[src/rtl/stopwatch_timer_core.sv]
// stopwatch_timer_core
// BCD minutes:seconds stopwatch/countdown timer with a tick prescaler,
// preset load, lap freeze, done indication and a wrap/saturate option.
// The bcd output drives the 7-segment driver's bcd input unchanged.
//
// Ports:
//   clk, rst              clock, asynchronous active-high reset
//   start, stop, lap, load  control requests, acted on at their rising edge
//   mode                  0 = count up, 1 = count down (latched on entry to RUN)
//   preset[15:0]          BCD preset {min_tens, min_units, sec_tens, sec_units}
//   bcd[15:0]             displayed value, same packing as preset
//   running, lap_hold, done  status (RUN state, display frozen, DONE state)
//   tick                  one-cycle pulse in the cycle a count update is applied
//   state_dbg[1:0]        current FSM state (0 IDLE, 1 RUN, 2 PAUSE, 3 DONE)
//
// All controls are level inputs that are already synchronous to clk; there
// is no valid/ready handshake on this block.
module stopwatch_timer_core #(
    parameter int CLK_HZ  = 10_000_000,
    parameter int TICK_HZ = 1,
    parameter int MAX_MIN = 59,
    parameter int WRAP    = 1
) (
    input  logic        clk,
    input  logic        rst,
    input  logic        start,
    input  logic        stop,
    input  logic        lap,
    input  logic        load,
    input  logic        mode,
    input  logic [15:0] preset,
    output logic [15:0] bcd,
    output logic        running,
    output logic        lap_hold,
    output logic        done,
    output logic        tick,
    output logic [1:0]  state_dbg
);

    localparam int DIV = CLK_HZ / TICK_HZ;
    localparam int PW  = $clog2(DIV);
    localparam logic [PW-1:0] PRESC_MAX = PW'(DIV - 1);
    localparam logic [6:0]    MAX_MIN_B = 7'(MAX_MIN);

    typedef enum logic [1:0] {IDLE = 2'd0, RUN = 2'd1, PAUSE = 2'd2, DONE = 2'd3} state_t;

    state_t        state_q, state_n;
    logic [PW-1:0] presc_q, presc_n;
    logic [15:0]   count_q, count_n;
    logic [15:0]   lap_q, lap_n;
    logic          lap_hold_q, lap_hold_n;
    logic [15:0]   preset_q, preset_n;
    logic          mode_q, mode_n;
    logic [15:0]   bcd_q;
    logic          start_prev, stop_prev, lap_prev, load_prev;
    logic          start_e, stop_e, lap_e, load_e;
    logic          tick_c;

    logic [15:0]   up_next, down_next, preset_val, clear_val;
    logic          at_max_up, preset_ok;

    function automatic logic [6:0] min_bin(input logic [3:0] tens, input logic [3:0] units);
        return 7'(tens) * 7'd10 + 7'(units);
    endfunction

    assign start_e = start & ~start_prev;
    assign stop_e  = stop  & ~stop_prev;
    assign lap_e   = lap   & ~lap_prev;
    assign load_e  = load  & ~load_prev;

    // BCD increment / decrement of the current count, digit by digit.
    always_comb begin
        up_next   = count_q;
        down_next = count_q;
        if (count_q[3:0] != 4'd9) begin
            up_next[3:0] = count_q[3:0] + 4'd1;
        end else begin
            up_next[3:0] = 4'd0;
            if (count_q[7:4] != 4'd5) begin
                up_next[7:4] = count_q[7:4] + 4'd1;
            end else begin
                up_next[7:4] = 4'd0;
                if (count_q[11:8] != 4'd9) begin
                    up_next[11:8] = count_q[11:8] + 4'd1;
                end else begin
                    up_next[11:8]  = 4'd0;
                    up_next[15:12] = count_q[15:12] + 4'd1;
                end
            end
        end
        if (count_q[3:0] != 4'd0) begin
            down_next[3:0] = count_q[3:0] - 4'd1;
        end else begin
            down_next[3:0] = 4'd9;
            if (count_q[7:4] != 4'd0) begin
                down_next[7:4] = count_q[7:4] - 4'd1;
            end else begin
                down_next[7:4] = 4'd5;
                if (count_q[11:8] != 4'd0) begin
                    down_next[11:8] = count_q[11:8] - 4'd1;
                end else begin
                    down_next[11:8]  = 4'd9;
                    down_next[15:12] = count_q[15:12] - 4'd1;
                end
            end
        end
    end

    assign at_max_up = (min_bin(count_q[15:12], count_q[11:8]) == MAX_MIN_B)
                       && (count_q[7:4] == 4'd5) && (count_q[3:0] == 4'd9);

    assign preset_ok = (preset[15:12] <= 4'd9) && (preset[11:8] <= 4'd9)
                       && (preset[7:4] <= 4'd5) && (preset[3:0] <= 4'd9)
                       && (min_bin(preset[15:12], preset[11:8]) <= MAX_MIN_B);
    assign preset_val = preset_ok ? preset : 16'h0000;

    // Leaving PAUSE/DONE through stop: countdowns restart from the preset.
    assign clear_val = mode_q ? preset_q : 16'h0000;

    always_comb begin
        state_n    = state_q;
        presc_n    = presc_q;
        count_n    = count_q;
        lap_n      = lap_q;
        lap_hold_n = lap_hold_q;
        preset_n   = preset_q;
        mode_n     = mode_q;
        tick_c     = 1'b0;
        case (state_q)
            IDLE: begin
                if (load_e) begin
                    preset_n = preset_val;
                    count_n  = preset_val;
                end else if (start_e && !(mode && count_q == 16'h0000)) begin
                    state_n = RUN;
                    mode_n  = mode;
                end
            end
            RUN: begin
                // A stop edge freezes the prescaler where it is, so a resume
                // finishes the partially elapsed tick period.
                if (stop_e) begin
                    state_n = PAUSE;
                end else begin
                    if (presc_q == PRESC_MAX) begin
                        presc_n = '0;
                        tick_c  = 1'b1;
                        if (!mode_q) begin
                            if (at_max_up) begin
                                if (WRAP != 0) count_n = 16'h0000;
                                else           state_n = DONE;
                            end else begin
                                count_n = up_next;
                            end
                        end else if (count_q == 16'h0000) begin
                            state_n = DONE;
                        end else begin
                            count_n = down_next;
                            if (down_next == 16'h0000) state_n = DONE;
                        end
                    end else begin
                        presc_n = presc_q + PW'(1);
                    end
                    if (lap_e) begin
                        if (lap_hold_q) begin
                            lap_hold_n = 1'b0;
                        end else begin
                            lap_hold_n = 1'b1;
                            lap_n      = count_q;
                        end
                    end
                end
            end
            PAUSE: begin
                if (load_e) begin
                    preset_n = preset_val;
                    count_n  = preset_val;
                    state_n  = IDLE;
                end else if (stop_e) begin
                    count_n = clear_val;
                    state_n = IDLE;
                end else if (start_e) begin
                    state_n = RUN;
                    mode_n  = mode;
                end else if (lap_e) begin
                    lap_hold_n = 1'b0;
                end
            end
            DONE: begin
                if (load_e) begin
                    preset_n = preset_val;
                    count_n  = preset_val;
                    state_n  = IDLE;
                end else if (stop_e) begin
                    count_n = clear_val;
                    state_n = IDLE;
                end
            end
            default: state_n = IDLE;
        endcase
        if (state_n == IDLE) presc_n = '0;
        if (state_n == IDLE || state_n == DONE) lap_hold_n = 1'b0;
    end

    always_ff @(posedge clk or posedge rst) begin
        if (rst) begin
            state_q    <= IDLE;
            presc_q    <= '0;
            count_q    <= 16'h0000;
            lap_q      <= 16'h0000;
            lap_hold_q <= 1'b0;
            preset_q   <= 16'h0000;
            mode_q     <= 1'b0;
            bcd_q      <= 16'h0000;
            start_prev <= 1'b0;
            stop_prev  <= 1'b0;
            lap_prev   <= 1'b0;
            load_prev  <= 1'b0;
        end else begin
            state_q    <= state_n;
            presc_q    <= presc_n;
            count_q    <= count_n;
            lap_q      <= lap_n;
            lap_hold_q <= lap_hold_n;
            preset_q   <= preset_n;
            mode_q     <= mode_n;
            // Registered from next-state values so the display shows the
            // updated count in the cycle right after tick.
            bcd_q      <= lap_hold_n ? lap_n : count_n;
            start_prev <= start;
            stop_prev  <= stop;
            lap_prev   <= lap;
            load_prev  <= load;
        end
    end

    assign bcd       = bcd_q;
    assign running   = (state_q == RUN);
    assign done      = (state_q == DONE);
    assign lap_hold  = lap_hold_q;
    assign tick      = tick_c;
    assign state_dbg = state_q;

endmodule
[config.mk]
export PLATFORM = sky130hd
export DESIGN_NAME = stopwatch_timer_core
export DESIGN_NICKNAME = d
export VERILOG_FILES = /design/src/rtl/stopwatch_timer_core.sv
export SDC_FILE = /design/constraint.sdc
export NUM_CORES = 1
export LEC_CHECK = 0
export ABC_AREA = 1
export CAP_MARGIN = 20
export CORE_MARGIN = 4
export CORE_UTILIZATION = 43
export DETAILED_ROUTE_END_ITERATION = 10
export MAX_ROUTING_LAYER = met4
export PLACE_DENSITY_LB_ADDON = 0.2
export SLEW_MARGIN = 20
export SYNTH_ARGS = -nofsm -noshare
export SYNTH_HDL_FRONTEND = slang
export SYNTH_SLANG_ARGS = --single-unit
[constraint.sdc]
create_clock -name clk -period 7.7 [get_ports clk]
set_input_delay 1.54 -clock clk [delete_from_list [all_inputs] [get_ports clk]]
set_output_delay 1.54 -clock clk [all_outputs]
set_load 0.01 [all_outputs]
== Word-level counts from Yosys, hierarchy flattened ==
Cells that the tools add are included.
W data, S select, Z words.
Word-level totals
  register bits after elaboration: 96
  logic and storage cells: 142
  output and inout bits: 22
  input bits: 23
Operators by class
  $lt $le $gt $ge: 5
  bitwise gates (word level): 8
  multiply operators: 2
  reductions and logical operators: 24
  equal/unequal tests: 17
  muxes and demuxes: 63
  $add $sub $neg: 11
Operators by type and width (count)
  $mux W16: 15
  $mux W24: 4
  $pmux W16 S3: 1
  $logic_not A16 Y1: 2
  $mux W4: 8
  $add A24 B1 Y24 const B: 1
  $eq A24 B24 Y1 const B: 1
  $mux W12: 2
  $mux W2: 12
  $add A4 B1 Y4 const B: 4
  $mux W1: 16
  $mux W8: 2
  $sub A4 B1 Y4 const B: 4
  $add A7 B4 Y7: 2
  $le A4 B4 Y1 const B: 3
  $mul A4 B3 Y6 const B: 2
  $reduce_bool A4 Y1: 3
  $ne A2 B2 Y1 const B: 5
  $logic_and A1 B1 Y1: 8
  $ne A4 B4 Y1 const B: 2
  $pmux W2 S4: 1
  $eq A7 B6 Y1 const B: 1
  $le A7 B6 Y1 const B: 1
  $eq A2 B2 Y1 const B: 3
  other kinds (17): 27

== Logic depth before layout (Yosys ltp) ==
Gate-level depths: netlist of the first run.
  depth after elaboration: 15
  gate-level depth with buffers: 26
  gate-level depth less buffers: 26

== Worst setup path before layout of the first run ==
No wires, ideal clock.
  path kind: input-to-reg
  start: in preset[13]
  end: reg count_q[4]
  arrival: 3.663 ns
  setup time: 0.119 ns
  buffers on the path: 1
  stages: 15
  slack: 3.918 ns
  cells stage by stage: ha_1 ha_1 inv_1 fa_1 nor2_1 nand2_1 xor2_1 nor2_4 and2_2 buf_4 nand3_1 nand2_1 nand2_1 nand2_1 and2_1
On the way
  word-level cells in the longest chain between the ends: 8
RTL lines
  start: declaration: line 31  | input logic [15:0] preset,
  parallel branches: the longest is 4 deep, another holds $add A7 B4 Y7
  $logic_and A1 B1 Y1 *: line 114  | && (min_bin(preset[15:12], preset[11:8]) <= MAX_MIN_B);
  $mux W16 *: line 115  | assign preset_val = preset_ok ? preset : 16'h0000;
  $mux W16 (on tied branches): line 175, 131
  $pmux W16 S3 *: line 129  | case (state_q)
  named net count_n[4]: line 49  | logic [15:0] count_q, count_n;
  end signal: assignment: line 222  | count_q <= count_n;
  end: declaration: line 49
Mark *: on every way through the listed nets, which the timed path passes.
A chain may end at the register's enable or synchronous reset.

== Final worst setup path of the first run ==
  start: in stop
  end: out tick
On the way
  word-level cells in the longest chain between the ends: 3
RTL lines
  start: declaration: line 27  | input logic stop,
  $and A1 B1 Y1: line 67  | assign stop_e = stop & ~stop_prev;
  $mux W1: line 142  | if (stop_e) begin
  $mux W1: line 129
  end: declaration: line 36  | output logic tick,
Every way passes these cells.

==> metrics.md, run 1 <==
| Metric | Value |
|---|---|
| Status | `finished clean` |
| Detailed-router iteration count before antenna repair | `5` |
| CP Data Required Time | `6160 ps` |
| Setup repair after global routing missed its margin | `no` |
| Post-CTS Resized | `0` |
| Final hold viol count | `0` |
| Number of enable-type register cells in the synthesized netlist | `0` |
| CTS tree | `yes` |
| Total number of yosys warnings | `0` |
| Number of global-route vias before repair | `6087` |
| Dominant register cell in the synthesized netlist | `sky130_fd_sc_hd__dfrtp_1` |
| Buffer count from post-CTS setup fixing | `0` |
| Pint | `1385 µW` |
| Number of buffers added by the clock tree synthesis step | `9` |
| Part of the power in the clock network | `15.9%` |
| Overall track demand over capacity in global routing | `23.37%` |
| Hold/Removal Path Class | `reg2reg` |
| Worst-path clk slew | `70 ps` |
| Post-synth ARST share | `100.0%` |
| Synth top cells by count | `211 x sky130_fd_sc_hd__nand2_1, 97 x sky130_fd_sc_hd__nand3_1, 96 x sky130_fd_sc_hd__dfrtp_1, 96 x sky130_fd_sc_hd__inv_1, 66 x sky130_fd_sc_hd__o21ai_0` |
| Count of hold-fix buffers inserted at cts | `0` |
| Peak-usage layer in the global routing report | `met2` |
| Clock latency on the worst-skew pair | `360 ps` |
| Sequential Power Share | `29.5%` |
| Number of nets in the synthesized netlist | `959` |
| Height of the die | `132.1 µm` |
| Number of antenna violations at the first check in global routing | `0` |
| Max Freq | `210.2 MHz` |
| Rel. slew slack | `37.77%` |
| Cell area after synthesis | `0.006620 mm²` |
| Cell taking the most area after synthesis | `sky130_fd_sc_hd__dfrtp_1` |
| Switching power summed over all nets | `1283 µW` |
| Clock Skews | `7.831 ps` |
| Max H-tree Level | `3` |
| Largest voltage drop on the vdd net | `0.1980 mV` |
| Number of filler instances in the final layout | `1520` |
| Leftover overflow at the end of global routing | `0` |
| Fraction of met2 tracks used by global routing | `38.14%` |
| Total wire length | `19.36 mm` |
| Power Dens Cells | `355.7 mW/mm²` |
| Share of the clock period used by the worst path after layout | `61.78%` |
| Grt met1 use | `29.23%` |
| Post-Route Setup TNS | `0 ps` |
| Initial Util | `43.71%` |
| Leak Pwr | `0.003419 µW` |
| Die Area | `0.01745 mm²` |
| I/O pin total | `45` |
| Combinational power share | `54.6%` |
| Share of total power consumed by net switching | `48.11%` |
| Launching element type of the critical path | `input port` |
| Largest net degree at the start of global routing | `58` |
| Detailed Route Iter0 Violations | `496` |
| Critical setup path kind | `in2out` |
| Maximum number of buffers from clock root to sink | `2` |
| Proportion of netlist area held by the largest area contributor | `36.29%` |
| Number of diodes added for antenna fixing | `0` |
| Max Fanout on Critical Path | `6` |
| Final setup violation count | `0` |
| Max-cap violation count | `0` |
| CP Capture Type | `output pin` |
| Fin crit period | `4757 ps` |
| Fraction of layout instances using a drive strength above 1 | `7.348%` |
| FF/Latch Area | `0.002402 mm²` |
| Total Nets Final | `993` |
| Routed via count divided by cell count | `5.518` |
| Area Overhead vs Synth | `13.31%` |
| Global routing usage on met3 | `4.313%` |
| Multi-input gate area in the final layout | `0.003676 mm²` |
| Post-DR wirelength/cell | `17.18 µm` |
| DRC violation count after routing | `0` |
| Clock sinks | `96` |
| Number of buffer cells added on primary ports | `44` |
| Most repeated cell in the gate-level netlist after synthesis | `sky130_fd_sc_hd__nand2_1` |
| Number of storage elements in the synthesis netlist | `96` |
| Remaining number of nets flagged by the antenna check after routing | `0` |
| Min Hold Slack | `499.3 ps` |
| Cell types with the largest area share after synthesis | `sky130_fd_sc_hd__dfrtp_1 36%, sky130_fd_sc_hd__nand2_1 12%, sky130_fd_sc_hd__nand3_1 7.3%, sky130_fd_sc_hd__ha_1 6.0%, sky130_fd_sc_hd__inv_1 5.4%` |
| Number of rows in the core area | `45` |
| Post-DP HPWL | `14.17 mm` |
| Overall via count from detail_route | `6219` |
| Final Wtd Congestion | `0.9193` |
| Final Slew Violations | `0` |
| Die width | `132.1 µm` |
| Core region area | `0.01515 mm²` |
| Cell count after synthesis | `900` |
| Mean instance size in the synthesized netlist | `7.356 µm²` |
| Root Driver | `sky130_fd_sc_hd__clkbuf_16` |
| Wire length of the first global-routing pass | `31.88 mm` |
| Worst endpoint data arrival time | `3220 ps` |
| Library cells used by synthesis | `50` |
| Share of the yosys chip area belonging to registers | `36.29%` |
| Slew at the pin closest to its max-slew limit | `933.5 ps` |
sequential cells by signal (all words and copies together) (netlist names):
signal      flops
mode_q          1
lap_hold        1
count_q        16
lap_q          16
presc_q        24
start_prev      1
lap_prev        1
preset_q       16
bcd            16
state_dbg       2
load_prev       1
stop_prev       1
power groups by stage:
stage,sequential (µW),clock [µW],combinational [µW]
final,786,424,1460
after global routing,805,460,1630
after CTS,787,435,1450
after detailed placement,796,0,1450
after global placement,796,0,1440
after floorplan,765,0,1000
worst max-delay path: stages:
cell                              delay (ps)
sky130_fd_sc_hd__clkdlybuf4s50_1         410
sky130_fd_sc_hd__inv_1                    70
sky130_fd_sc_hd__nor2_2                   70
sky130_fd_sc_hd__nor2_2                  220
sky130_fd_sc_hd__inv_1                   150
sky130_fd_sc_hd__nor2_1                  180
sky130_fd_sc_hd__clkdlybuf4s50_1         560
kinds of logic (layout without fill, tap and decap cells):
family          Yosys count  count (layout)  share of synthesized area [%]
simple gates            455             455                          32.53
compound gates          157             157                          13.46
buf+inv                 139             178                          8.221
flops                    96              96                          36.29
fa+ha+maj                36              36                          7.258
xor+xnor                 17              17                          2.249
stage by stage:
step | util (%) | cell area (µm²) | instances | power (µW) | worst slack (ps)
global route | 49.53 | 7501 | 1127 | 2900 | 2697
finish | 49.53 | 7501 | 1127 | 2668 | 2943
floorplan | - | 6620 | 900 | 1768 | 3655
CTS | 49.53 | 7501 | 1127 | 2675 | 2936
detailed placement | 47.71 | 7226 | 1111 | 2242 | 2730
global placement | 47.71 | 7226 | 1111 | 2238 | 2887
worst paths after layout:
path / cells past startpoint / slack [ps] / to / from
max: 7 / 2940 / tick / stop
min: 2 / 500 / lap_q[4] / lap_q[4]
max reg2reg: 25 / 3400 / presc_q[19] / count_q[0]
min reg2reg: 2 / 500 / lap_q[4] / lap_q[4]
max in group asynchronous: 3 / 4980 / preset_q[4] / rst
min in group asynchronous: 2 / 1580 / lap_q[12] / rst
cell type report:
cell class | instances | area share [%]
clock buffers | 11 | 3.236
clock inverters | 5 | 0.4337
inverters | 111 | 5.588
multi-input cells | 665 | 49.01
flip-flops and latches | 96 | 32.03
well taps | 188 | 3.136
repair buffers | 51 | 6.572
placed cells by master (no fill, tap or decap), drive strengths merged, types with 13 or more instances in the layout:
cell | Yosys | layout
nand2 | 215 | 215
inv | 109 | 109
nand3 | 101 | 101
dfrtp | 96 | 96
o21ai | 70 | 70
nor2 | 62 | 62
a21oi | 47 | 47
clkdlybuf4s50 | 0 | 44
nor3 | 35 | 35
ha | 32 | 32
o211ai | 20 | 20
nand4 | 19 | 19
and2 | 14 | 14
xor2 | 13 | 13
layer usage:
metal | up-vias | routed length [µm]
li1 | 3061 | -
met1 | 2909 | 8389
met2 | 208 | 9374
met3 | 41 | 1027
met4 | 0 | 573
met5 | - | 0
No activity file was read; power rests on OpenSTA's default activity.
==> run 2: changes to the inputs <==
==> constraint.sdc (replaced) <==
create_clock -name clk -period 4.75 [get_ports clk]
set_input_delay 0.95 -clock clk [delete_from_list [all_inputs] [get_ports clk]]
set_output_delay 0.95 -clock clk [all_outputs]
set_load 0.01 [all_outputs]
==> run 2 against run 1 <==
Net effect: final cell count up 0.27%; largest cell class unchanged; sequential share of layout area down 0.13 points; sequential cell count unchanged; clock power up 70%; first-iteration DRC count down 31%; global-route usage down 0.63 points; critical path depth up 18.
==> metrics.md, run 2 (synthesized netlist as in run 1, its figures left out) <==
| Metric | Value |
|---|---|
| Post-Route Setup TNS | `0 ps (unchanged)` |
| Cell depth of the worst hold path | `2 (unchanged)` |
| Core region area | `0.01515 mm² (unchanged)` |
| Number of global-route vias before repair | `6018 (was 6087)` |
| Post-DP HPWL | `13.91 mm (was 14.17 mm)` |
| Status | `finished clean (unchanged)` |
| Max Freq | `240.0 MHz` |
| Launch instance of the worst min-delay path | `lap_q[15] (was lap_q[4])` |
| Largest incremental delay on the critical path | `590 ps (was 560 ps)` |
| DRC violation count after routing | `0 (unchanged)` |
| Wire length of the first global-routing pass | `31.02 mm (was 31.88 mm)` |
| Largest voltage drop on the vdd net | `0.3007 mV (was 0.1980 mV)` |
| Final Slew Violations | `0 (unchanged)` |
| Count of non-filler cells in the finished layout | `1130 (was 1127)` |
| Launching element type of the critical path | `flop (was input port)` |
| Leftover overflow at the end of global routing | `0 (unchanged)` |
| Overall via count from detail_route | `6203 (was 6219)` |
| Placed Cells | `1114 (was 1111)` |
| Post-DR wirelength/cell | `16.76 µm (was 17.18 µm)` |
| Root Driver | `sky130_fd_sc_hd__clkbuf_16 (unchanged)` |
| Clock sinks | `96 (unchanged)` |
| Pre-CTS WS | `456.4 ps (was 2730 ps)` |
| Clock Skews | `6.889 ps (was 7.831 ps)` |
| Final Wtd Congestion | `0.9147 (was 0.9193)` |
| Share of the clock period used by the worst path after layout | `87.73%` |
| Setup repair after global routing missed its margin | `no (unchanged)` |
| Count of hold-fix buffers inserted at cts | `0 (unchanged)` |
| Height of the die | `132.1 µm (unchanged)` |
| Number of filler instances in the final layout | `1516 (was 1520)` |
| Slew at the pin closest to its max-slew limit | `743.2 ps (was 933.5 ps)` |
| Number of diodes added for antenna fixing | `0 (unchanged)` |
| Worst endpoint data arrival time | `4410 ps (was 3220 ps)` |
| Number of antenna violations at the first check in global routing | `0 (unchanged)` |
| Clock latency on the worst-skew pair | `360 ps (about the same)` |
| Worst reg2reg startpoint | `count_q[0] (unchanged)` |
| Rel. slew slack | `50.27% (was 37.77%)` |
| Register with the most flip-flops | `presc_q (unchanged)` |
| Number of buffer cells added on primary ports | `44 (unchanged)` |
| Max H-tree Level | `3 (unchanged)` |
| Die Area | `0.01745 mm² (unchanged)` |
| Flip-flop count of the largest register after layout | `24 (unchanged)` |
| Most common library cell in the layout ignoring fill and taps | `sky130_fd_sc_hd__nand2_1 (unchanged)` |
| Initial Util | `43.71% (unchanged)` |
| I/O pin total | `45 (unchanged)` |
| Remaining number of nets flagged by the antenna check after routing | `0 (unchanged)` |
| Buffer count from post-CTS setup fixing | `0 (unchanged)` |
| Fin crit period | `4167 ps` |
| Endpoint of the lowest-slack register-to-register path | `presc_q[19] (unchanged)` |
| Cell at the slowest stage of the critical path | `sky130_fd_sc_hd__nor2_1 (was sky130_fd_sc_hd__clkdlybuf4s50_1)` |
| Minimum setup slack in the final design | `582.8 ps (was 2943 ps)` |
| Critical setup path kind | `reg2reg (was in2out)` |
| Routed via count divided by cell count | `5.489 (was 5.518)` |
| CTS tree | `yes (unchanged)` |
| Maximum number of buffers from clock root to sink | `2 (unchanged)` |
| Overall track demand over capacity in global routing | `22.74% (was 23.37%)` |
| Number of buffers added by the clock tree synthesis step | `9 (unchanged)` |
| Total wire length | `18.94 mm (was 19.36 mm)` |
| Leak Pwr | `0.003446 µW (was 0.003419 µW)` |
| Post-CTS Resized | `0 (unchanged)` |
| Die width | `132.1 µm (unchanged)` |
| Number of rows in the core area | `45 (unchanged)` |
| Detailed-router iteration count before antenna repair | `5 (unchanged)` |
| Fraction of layout instances using a drive strength above 1 | `7.431% (was 7.348%)` |
| Max Fanout on Critical Path | `12 (was 6)` |
| Reg2Reg Setup Slack | `580 ps (was 3400 ps)` |
| Final setup violation count | `0 (unchanged)` |
| Total Nets Final | `996 (was 993)` |
| Most frequent CP cell | `sky130_fd_sc_hd__nand2_1` |
| Post-Layout Inst Area | `0.007532 mm² (was 0.007501 mm²)` |
| End point of the worst hold path | `lap_q[15] (was lap_q[4])` |
| Largest net degree at the start of global routing | `84 (was 58)` |
| Power Dens Cells | `576.3 mW/mm² (was 355.7 mW/mm²)` |
| Multi-input gate area in the final layout | `0.003676 mm² (unchanged)` |
| Area Overhead vs Synth | `13.78% (was 13.31%)` |
| Detailed Route Iter0 Violations | `344 (was 496)` |
| CP Data Required Time | `4990 ps (was 6160 ps)` |
| Worst reg2reg path depth | `25 (unchanged)` |
| Most used cells in the layout excluding fill and tap cells | `211 x sky130_fd_sc_hd__nand2_1, 97 x sky130_fd_sc_hd__nand3_1, 96 x sky130_fd_sc_hd__dfrtp_1 (unchanged)` |
| CP Capture Type | `flop (was output pin)` |
| Worst-path clk slew | `60 ps (was 70 ps)` |
| Final hold viol count | `0 (unchanged)` |
| Hold/Removal Path Class | `reg2reg (unchanged)` |
| Post-layout utilization of the core | `49.73% (was 49.53%)` |
| Area after DPL | `0.007248 mm² (was 0.007226 mm²)` |
| Max-cap violation count | `0 (unchanged)` |
| FF/Latch Area | `0.002402 mm² (unchanged)` |
## run 2: changes by cell type in the layout (fill, tap and decap cells not counted)
cell / previous run / this run
sky130_fd_sc_hd__buf_4: 7 / 10
sky130_fd_sc_hd__clkinvlp_4: 3 / 0
sky130_fd_sc_hd__clkbuf_1: 1 / 3
sky130_fd_sc_hd__bufinv_16: 0 / 1
sky130_fd_sc_hd__clkbuf_8: 1 / 0
sky130_fd_sc_hd__clkinv_2: 2 / 3
sky130_fd_sc_hd__inv_4: 1 / 0
sky130_fd_sc_hd__inv_6: 0 / 1
## run 2: worst max path at each step
stage                    start     endpoint  slack (ps)  depth (start not counted)
floorplan                  rst       bcd[0]        1290                          1
global placement          stop  presc_q[19]         580                         17
detailed placement        stop  presc_q[19]         460                         17
CTS                 count_q[0]  presc_q[19]         610                         25
global route        count_q[0]  presc_q[19]         100                         25
finish              count_q[0]  presc_q[19]         580                         25
## run 2: worst max-delay path: cells and delay by family (launching register included)
kind | cells | cell delay [ps]
fa+ha+maj | 2 | 480
flops | 1 | 440
buf+inv | 4 | 630
simple gates | 17 | 2210
compound gates | 2 | 280
## run 2: report_power, final
group          switching (µW)  total (µW)  internal [µW]
clock network             316         722            406
registers                 215        1270           1050
logic                    1510        2350            840
total                    2040        4340           2300
## run 2: stage by stage
stage / total power (µW) / hold slack (ps)
2_1_floorplan: 2866 / 458.6
3_3_place_gp: 3599 / 478.5
3_5_place_dp: 3620 / 484.9
4_1_cts: 4352 / 501.5
5_1_grt: 4707 / 513.6
6_report: 4341 / 503.0
## run 2: cell type report
type	instances	area share, %
inverters	111	5.598
flip-flops and latches	96	31.89
multi-input cells	665	48.80
clock buffers	12	3.140
clock inverters	4	0.5980
well taps	188	3.123
repair buffers	54	6.844
## run 2: per-layer routing
layer  GRT usage, %  vias up  part of all wire, %  routed length, µm
met5              -        -                    0                  0
met4          9.160        0                  3.2                615
met3          3.779       48                  4.4                833
met2          36.86      175                   48               9146
met1          28.43     2914                   44               8346
li1               -     3066                    -                  -
==> run 3: changes to the inputs <==
--- a/config.mk
+++ b/config.mk
@@ -6,7 +6,7 @@
 export NUM_CORES = 1
 export LEC_CHECK = 0
 export ABC_AREA = 1
-export CAP_MARGIN = 20
+export CAP_MARGIN = 10
 export CORE_MARGIN = 4
 export CORE_UTILIZATION = 43
 export DETAILED_ROUTE_END_ITERATION = 10
==> results of run 3 <==
No change in the layout: final DEF, timing and power equal those of run 2.
